### config.mk
export PLATFORM = sky130hd
export DESIGN_NAME = rf_write_buffer_flat
export DESIGN_NICKNAME = d
export VERILOG_FILES = /design/src/rtl/rf_pkg.sv /design/src/rtl/rf_write_buffer_if.sv /design/src/rtl/rf_fwd_match.sv /design/src/rtl/rf_write_buffer.sv /design/src/flat_wrapper.sv
export SDC_FILE = /design/constraint.sdc
export NUM_CORES = 1
export LEC_CHECK = 0
export CORE_ASPECT_RATIO = 1.2
export CORE_MARGIN = 4
export CORE_UTILIZATION = 46
export DETAILED_ROUTE_END_ITERATION = 7
export PLACE_DENSITY = 0.75
export REMOVE_ABC_BUFFERS = 1
export SLEW_MARGIN = 20
export SYNTH_ARGS = -nofsm -noshare
export SYNTH_HDL_FRONTEND = slang
export SYNTH_SLANG_ARGS = --single-unit
export TNS_END_PERCENT = 30
### constraint.sdc
create_clock -name clk -period 2 [get_ports clk]
set_input_delay 0.5 -clock clk [delete_from_list [all_inputs] [get_ports clk]]
set_output_delay 0.5 -clock clk [all_outputs]
set_load 0.01 [all_outputs]
### src/rtl/rf_pkg.sv
// Shared register-file definitions: data/address widths and the write bundle
// used both for buffer entries and for the register file write port.
package rf_pkg;
   localparam int DATA_W   = 8;
   localparam int ADDR_W   = 3;
   localparam int NUM_REGS = 2 ** ADDR_W;

   typedef struct packed {
      logic [ADDR_W-1:0] addr;
      logic [DATA_W-1:0] data;
   } rf_wr_t;
endpackage

### src/rtl/rf_write_buffer_if.sv
// Bus bundle for rf_write_buffer: upstream handshake, register file write
// port, forwarding lookup and occupancy status.
interface rf_write_buffer_if
   import rf_pkg::*;
#(
   parameter int DEPTH = 4
);
   logic                       in_valid;
   logic                       in_ready;
   logic                       in_we;
   logic [ADDR_W-1:0]          in_addr;
   logic [DATA_W-1:0]          in_data;
   logic                       rf_ready;
   logic                       write_reg;
   logic [ADDR_W-1:0]          write_addr;
   logic [DATA_W-1:0]          write_data;
   logic [ADDR_W-1:0]          fwd_addr;
   logic                       fwd_hit;
   logic [DATA_W-1:0]          fwd_data;
   logic [$clog2(DEPTH+1)-1:0] count;
   logic                       empty;

   modport slave (
      input  in_valid, in_we, in_addr, in_data, rf_ready, fwd_addr,
      output in_ready, write_reg, write_addr, write_data, fwd_hit, fwd_data,
             count, empty
   );

   modport master (
      output in_valid, in_we, in_addr, in_data, rf_ready, fwd_addr,
      input  in_ready, write_reg, write_addr, write_data, fwd_hit, fwd_data,
             count, empty
   );
endinterface

### src/rtl/rf_fwd_match.sv
// Priority search of the queued entries for a forwarding address; the
// youngest valid match (starting at wr_ptr-1 and walking back) wins.
module rf_fwd_match
   import rf_pkg::*;
#(
   parameter int DEPTH = 4
) (
   input  rf_wr_t [DEPTH-1:0]         entries,
   input  logic   [DEPTH-1:0]         vld,
   input  logic   [$clog2(DEPTH)-1:0] wr_ptr,
   input  logic   [ADDR_W-1:0]        addr,
   output logic                       hit,
   output logic   [DATA_W-1:0]        data
);
   localparam int PTR_W = $clog2(DEPTH);

   logic [PTR_W-1:0] idx;

   always_comb begin
      hit  = 1'b0;
      data = '0;
      idx  = '0;
      for (int i = 0; i < DEPTH; i++) begin
         idx = wr_ptr - PTR_W'(i + 1);
         if (!hit && vld[idx] && entries[idx].addr == addr) begin
            hit  = 1'b1;
            data = entries[idx].data;
         end
      end
   end
endmodule

### src/rtl/rf_write_buffer.sv
// In-order write buffer in front of the register file, drained one entry per
// rf_ready cycle. Forwarding search is built only when RF_WB_FWD_EN is defined.
module rf_write_buffer
   import rf_pkg::*;
#(
   parameter int DEPTH = 4
) (
   input logic          clk,
   input logic          rst,
   rf_write_buffer_if.slave bus
);
   localparam int PTR_W = $clog2(DEPTH);
   localparam int CNT_W = $clog2(DEPTH + 1);

   logic [CNT_W-1:0]   count_q, count_d;
   logic [PTR_W-1:0]   wr_ptr_q, wr_ptr_d;
   logic [PTR_W-1:0]   rd_ptr_q, rd_ptr_d;
   logic [DEPTH-1:0]   vld_q, vld_d;
   rf_wr_t [DEPTH-1:0] mem_q, mem_d;
   rf_wr_t             head;
   logic               push, pop, empty, full;

   assign empty = (count_q == '0);
   assign full  = (count_q == CNT_W'(DEPTH));

   // in_ready looks only at registered occupancy, so a pop never frees a slot
   // for the same edge.
   assign bus.in_ready  = !rst && !full;
   assign bus.write_reg = !rst && !empty && bus.rf_ready;
   assign push          = bus.in_valid && bus.in_ready && bus.in_we;
   assign pop           = bus.write_reg;

   assign head           = empty ? '0 : mem_q[rd_ptr_q];
   assign bus.write_addr = head.addr;
   assign bus.write_data = head.data;
   assign bus.count      = count_q;
   assign bus.empty      = empty;

   always_comb begin
      mem_d    = mem_q;
      vld_d    = vld_q;
      wr_ptr_d = wr_ptr_q;
      rd_ptr_d = rd_ptr_q;
      count_d  = count_q;
      if (pop) begin
         vld_d[rd_ptr_q] = 1'b0;
         rd_ptr_d        = rd_ptr_q + 1'b1;
      end
      if (push) begin
         mem_d[wr_ptr_q] = '{addr: bus.in_addr, data: bus.in_data};
         vld_d[wr_ptr_q] = 1'b1;
         wr_ptr_d        = wr_ptr_q + 1'b1;
      end
      if (push && !pop)
         count_d = count_q + 1'b1;
      else if (pop && !push)
         count_d = count_q - 1'b1;
   end

   always_ff @(posedge clk or posedge rst) begin
      if (rst) begin
         count_q  <= '0;
         wr_ptr_q <= '0;
         rd_ptr_q <= '0;
         vld_q    <= '0;
      end else begin
         count_q  <= count_d;
         wr_ptr_q <= wr_ptr_d;
         rd_ptr_q <= rd_ptr_d;
         vld_q    <= vld_d;
      end
   end

   // Payload needs no reset: entries are qualified by vld_q and count_q.
   always_ff @(posedge clk) begin
      mem_q <= mem_d;
   end

`ifdef RF_WB_FWD_EN
   rf_fwd_match #(.DEPTH(DEPTH)) u_fwd_match (
      .entries (mem_q),
      .vld     (vld_q),
      .wr_ptr  (wr_ptr_q),
      .addr    (bus.fwd_addr),
      .hit     (bus.fwd_hit),
      .data    (bus.fwd_data)
   );
`else
   logic unused_fwd;
   assign unused_fwd   = ^{bus.fwd_addr, vld_q};
   assign bus.fwd_hit  = 1'b0;
   assign bus.fwd_data = '0;
`endif
endmodule

### src/flat_wrapper.sv
// flat-port wrapper written by rule: the top's interface ports become plain ports
module rf_write_buffer_flat import rf_pkg::*;
#(
   parameter int DEPTH = 4
)
  (clk, rst, bus_in_valid, bus_in_we, bus_in_addr, bus_in_data, bus_rf_ready, bus_fwd_addr, bus_in_ready, bus_write_reg, bus_write_addr, bus_write_data, bus_fwd_hit, bus_fwd_data, bus_count, bus_empty);
  rf_write_buffer_if #(.DEPTH(DEPTH)) bus_i ();
  input logic clk;
  input logic rst;
  input wire logic [$bits(bus_i.in_valid)-1:0] bus_in_valid;
  input wire logic [$bits(bus_i.in_we)-1:0] bus_in_we;
  input wire logic [$bits(bus_i.in_addr)-1:0] bus_in_addr;
  input wire logic [$bits(bus_i.in_data)-1:0] bus_in_data;
  input wire logic [$bits(bus_i.rf_ready)-1:0] bus_rf_ready;
  input wire logic [$bits(bus_i.fwd_addr)-1:0] bus_fwd_addr;
  output wire logic [$bits(bus_i.in_ready)-1:0] bus_in_ready;
  output wire logic [$bits(bus_i.write_reg)-1:0] bus_write_reg;
  output wire logic [$bits(bus_i.write_addr)-1:0] bus_write_addr;
  output wire logic [$bits(bus_i.write_data)-1:0] bus_write_data;
  output wire logic [$bits(bus_i.fwd_hit)-1:0] bus_fwd_hit;
  output wire logic [$bits(bus_i.fwd_data)-1:0] bus_fwd_data;
  output wire logic [$bits(bus_i.count)-1:0] bus_count;
  output wire logic [$bits(bus_i.empty)-1:0] bus_empty;
  assign bus_i.in_valid = bus_in_valid;
  assign bus_i.in_we = bus_in_we;
  assign bus_i.in_addr = bus_in_addr;
  assign bus_i.in_data = bus_in_data;
  assign bus_i.rf_ready = bus_rf_ready;
  assign bus_i.fwd_addr = bus_fwd_addr;
  assign bus_in_ready = bus_i.in_ready;
  assign bus_write_reg = bus_i.write_reg;
  assign bus_write_addr = bus_i.write_addr;
  assign bus_write_data = bus_i.write_data;
  assign bus_fwd_hit = bus_i.fwd_hit;
  assign bus_fwd_data = bus_i.fwd_data;
  assign bus_count = bus_i.count;
  assign bus_empty = bus_i.empty;
  rf_write_buffer #(.DEPTH(DEPTH)) u_core (.clk(clk), .rst(rst), .bus(bus_i));
endmodule
After elaboration in Yosys (flattened, before gate mapping)
Cells that the tools add are included.
{"block": "word_totals", "register_bits": 51}
{"block": "classes", "order_cmp": 3, "n_reduce_logical": 15, "eq_ne": 1, "muxes": 8, "addsub": 4}
{"cell": "$bwmux 44", "n": 1}
{"cell": "$mux 11", "n": 3}
{"cell": "$bmux 11 s2", "n": 1}
{"cell": "$demux 11 s2", "n": 1}
{"cell": "$logic_and 1x1->1", "n": 8}
{"cell": "$lt 2x3->1 const B", "n": 2}
{"cell": "$mux 3", "n": 2}
{"cell": "$logic_not 1->1", "n": 5}
{"cell": "$add 2x1->2 const B", "n": 2}
{"cell": "$add 3x1->3 const B", "n": 1}
{"cell": "$eq 3x3->1 const B", "n": 1}
{"cell": "$logic_not 3->1", "n": 1}
{"cell": "$sub 3x1->3 const B", "n": 1}
{"cell": "$ge 2x1->1 const B", "n": 1}
{"cell": "$reduce_bool 2->1", "n": 1}

Longest topological paths before layout
{"block": "depth", "word_depth": 9, "mapped_depth": 9, "ltp_nobuf": 9}

Worst setup path after synthesis
No wires, ideal clock.
{"block": "synth_path", "path_kind": "register to register", "from": "reg u_core.count_q[0], in the netlist u_core.bus.count[0]", "to": "reg u_core.count_q[2], in the netlist u_core.bus.count[2]", "arrival_time_ns": 1.970, "slack_ns": -0.050, "period_less_slack_ns": 2.050, "path_buffers": 0, "required_time_ns": 1.920, "path_stages_with_launch": 9, "path_cell_list": "dfrtp_1 > nor2_2 > a211oi_4 > ha_1 > inv_1 > fa_1 > xor2_1 > nor2_1 > xor2_1"}
{"block": "synth_between", "elab_chain_cells": 8, "elab_cells_between_ends": 18, "classes_between": "add/sub (2); eq/ne (1); mux (2); reduce/logical (13)"}
{"item": "start, declared", "line_no": "rf_write_buffer.sv:15", "source": "logic [CNT_W-1:0] count_q, count_d;"}
{"item": "start signal, assigned", "line_no": "rf_write_buffer.sv:67", "source": "count_q <= count_d;"}
{"item": "$eq 3x3->1 (*)", "line_no": "rf_write_buffer.sv:24", "source": "assign full = (count_q == CNT_W'(DEPTH));"}
{"item": "$logic_not 1->1 (*)", "line_no": "rf_write_buffer.sv:28", "source": "assign bus.in_ready = !rst && !full;"}
{"item": "$logic_and 1x1->1 (*)", "line_no": "rf_write_buffer.sv:28"}
{"item": "$logic_and 1x1->1 (*) (2 in a row)", "line_no": "rf_write_buffer.sv:30", "source": "assign push = bus.in_valid && bus.in_ready && bus.in_we;"}
{"item": "via u_core.push", "line_no": "rf_write_buffer.sv:21", "source": "logic push, pop, empty, full;"}
{"item": "$logic_not 1->1", "line_no": "rf_write_buffer.sv:56", "source": "else if (pop && !push)"}
{"item": "$logic_and 1x1->1", "line_no": "rf_write_buffer.sv:56"}
{"item": "$reduce_bool 2->1 (no source line)"}
Mark *: on every way through the listed nets, which the timed path passes. The rest lies on a longest branch. The select of a mux whose other input is x is not followed.
A chain may end at the register's enable or synchronous reset.

Final worst setup path
{"block": "layout_path", "from": "reg u_core.rd_ptr_q[0]", "to": "out bus_write_data[4]"}
{"block": "layout_between", "elab_chain_cells": 3}
{"item": "start, declared", "line_no": "rf_write_buffer.sv:17", "source": "logic [PTR_W-1:0] rd_ptr_q, rd_ptr_d;"}
{"item": "start signal, assigned", "line_no": "rf_write_buffer.sv:69", "source": "rd_ptr_q <= rd_ptr_d;"}
{"item": "$bmux 11 s2", "line_no": "rf_write_buffer.sv:33", "source": "assign head = empty ? '0 : mem_q[rd_ptr_q];"}
{"item": "$mux 11 (not written as such)", "line_no": "rf_write_buffer.sv:33"}
{"item": "$mux 11", "line_no": "rf_write_buffer.sv:33"}
{"item": "end, declared", "line_no": "flat_wrapper.sv:19", "source": "output wire logic [$bits(bus_i.write_data)-1:0] bus_write_data;"}
No other way between the ends. The select of a mux whose other input is x is not followed.

==> results.cfg <==
[sta]
slew_viol_final = 0
setup_slack_ps = -134.3
skew_ps = 11.66
setup_tns_ps = -1408
setup_viol = 13
hold_viol_final = 0
rsz0062_at_grt = true
period_needed_ps = 2134
fin_crit_sh_pct = 106.7
max_freq_ghz = 0.4685

[logic_synthesis]
synth_top_family_by_area = multiplexers
synth_warnings = 0
yosys.area.top_type = edfxtp_1
ys_top_cells_by_area = edfxtp_1, mux4_2, dfrtp_1
synth_xor_area_share_pct = 2.327
synth_top_area_share_pct = 58.50
synth_area_um2 = 2258
synth_cell_types = 26
synth-compound-area-share_pct = 1.108
yosys.area_share.adder_pct = 3.657
ys_ff_latch = 51
yosysSeqAreaShare_pct = 66.26
synthMuxAreaShare_pct = 12.63
avgSynthCellArea_um2 = 19.30
synthSimpleGateAreaFrac_pct = 8.975
syn-instance-count = 117

[detailed_routing]
maxUsedRoutingLayer = met4
drtAntennaViolNets = 0
wl_met3_um = 160
first_pass_iters = 4
drc = 0
drt_wl_total_mm = 3.935
avgViaCountPerCell = 4.834
drtIter0Drc = 42
wirelength_met1_mm = 1.500
vias = 1165
wire_per_inst_um = 16.33
wl_met2_mm = 2.218

[die]
die_area_um2 = 6099
die_w_um = 71.97
row_count = 27
coreArea_um2 = 4662
start_util_pct = 48.44
fp.dieH_um = 84.76
io_pins = 45

[run]
maxCapViolCount = 0

[global_route]
grt_overflow = 0
antenna_found_initial = 0
grt_pass1_wl_mm = 6.693
grt_start_max_net_pins = 19
track_usage_pct = 14.69
grt_pass1_vias = 1314

[cts]
cts_sinks = 51
h-tree-depth = 2
numCtsBuffers = 5
clk_pin_slew_ps = 90
max-clock-path-buffers = 2
clk_latency_ps = 310
ctsRootBufferMaster = clkbuf_8
cts_tree = yes
holdBufCountCts = 0

[place]
placed_area_um2 = 2829
dpl.hpwl_mm = 2.795
io_buffers = 32
gp_congestion = 0.7457

[finish]
regArea_um2 = 1498
nFillCells = 337
drive_gt1_share_pct = 44.81
multi_input_area_um2 = 709.4
antenna_cells = 0
stdcell_area_um2 = 3015
nets = 207
area_growth_pct = 33.52

[power]
power_density_nw_per_um2 = 1286
leakage_nw = 1.170
peakVddDrop_mv = 0.6216

[critical_path]
crit_type = reg -> out
rr_startpoint = u_core.bus.count[0]
crit_fanout = 6
critPathCaptureType = output port
cp-startpoint = u_core.rd_ptr_q[0]
worstPathRequired_ps = 1500
start_kind = register
cp_data_arrival_time_ps = 1630

[outcome]
outcome = finished with violations
failed_checks = negative setup slack

[min_path]
hold_class = in -> async
[kinds of logic (layout without fill, tap and decap cells)]
group	count (synthesis)	in the layout
flops	51	51
simple gates	21	21
mux	13	13
fa+ha+maj	6	6
xor+xnor	6	6
other cells	1	9
compound gates	2	2
buf+inv	17	75
[cell usage after synthesis, drive strengths merged]
cell type	n
inv	5
edfxtp	44
xor2	4
a21oi	1
nor3b	1
nand2	1
mux2	2
and4bb	1
buf	12
ha	5
nor2b	11
mux4	11
a211oi	1
nor2	2
dfrtp	7
nor3	1
conb	1
and2	4
fa	1
xnor2	2
[power breakdown]
group,switching [mW],internal [mW],leakage (nW)
logic,0.754,1.15,0.645
registers,0.0831,1.28,0.478
clock network,0.349,0.257,0.0463
total,1.19,2.69,1.17
[worst max-delay path: stages (launching register included)]
cell,delay [ps]
dfrtp_1,390
buf_6,170
mux4_2,520
nor2b_4,140
buf_6,110
[cell usage in the layout, fill, tap and decap left out, types with 2 or more instances in the layout]
cell type        Yosys  final
clkbuf_8             0      5
mux4_2               8     11
buf_12               0      5
edfxtp_1            44     44
dlygate4sd2_1        0      3
nor2b_4              8     11
xnor2_1              2      2
and2_1               4      4
conb_1               1      9
xor2_1               4      4
dfrtp_1              7      6
buf_6                1     13
ha_1                 5      4
clkdlybuf4s50_1      0     16
inv_1                5      5
buf_4               10     23
[layout make-up]
class	count	share of cell area, %
flip-flops and latches	51	49.67
multi-input cells	57	23.53
well taps	58	2.407
inverters	5	0.6224
repair buffers	62	20.58
clock inverters	3	0.9129
clock buffers	5	2.282
[flip-flops by register name, summed over array words and instances, names as in the netlist]
signal / cells
u_core.rd_ptr_q: 2
u_core.bus.count: 3
u_core.mem_q: 44
u_core.wr_ptr_q: 2
[per-layer routing]
metal | vias up | global-route usage [%]
met5 | - | 0
met3 | 6 | 3.473
met4 | 0 | 5.299
met2 | 26 | 26.59
met1 | 582 | 16.57
li1 | 551 | -
[timing repair]
item                                    CTS  global route
endpoints found under the setup margin   16            14
setup buffers                             7             3
gates resized for setup                  61            18
cloned                                    1             0
pin swaps                                 5             5
[final timing paths]
kind,to,slack [ps],cells after the start
max reg2reg,u_core.bus.count[2],-100,11
min in group clk,u_core.wr_ptr_q[1],600,1
min reg2reg,u_core.wr_ptr_q[1],600,1
min,u_core.rd_ptr_q[0],500,3
max,bus_write_data[4],-130,4
max in group asynchronous,u_core.bus.count[0],1250,3
[per-stage QoR]
step / instances / total power [mW] / hold slack, ps / setup slack (ps) / utilization, %
final: 241 / 3.878 / 503.6 / -134.3 / 64.68
after global routing: 241 / 4.106 / 529.1 / -210.9 / 64.68
after CTS: 240 / 3.802 / 483.6 / -213.8 / 63.63
after detailed placement: 224 / 3.099 / 587.9 / -486.5 / 60.68
after global placement: 224 / 3.047 / 550.8 / -403.9 / 60.68
after floorplan: 113 / 2.262 / 303.4 / -1075 / -
No activity file was read; power rests on OpenSTA's default activity.
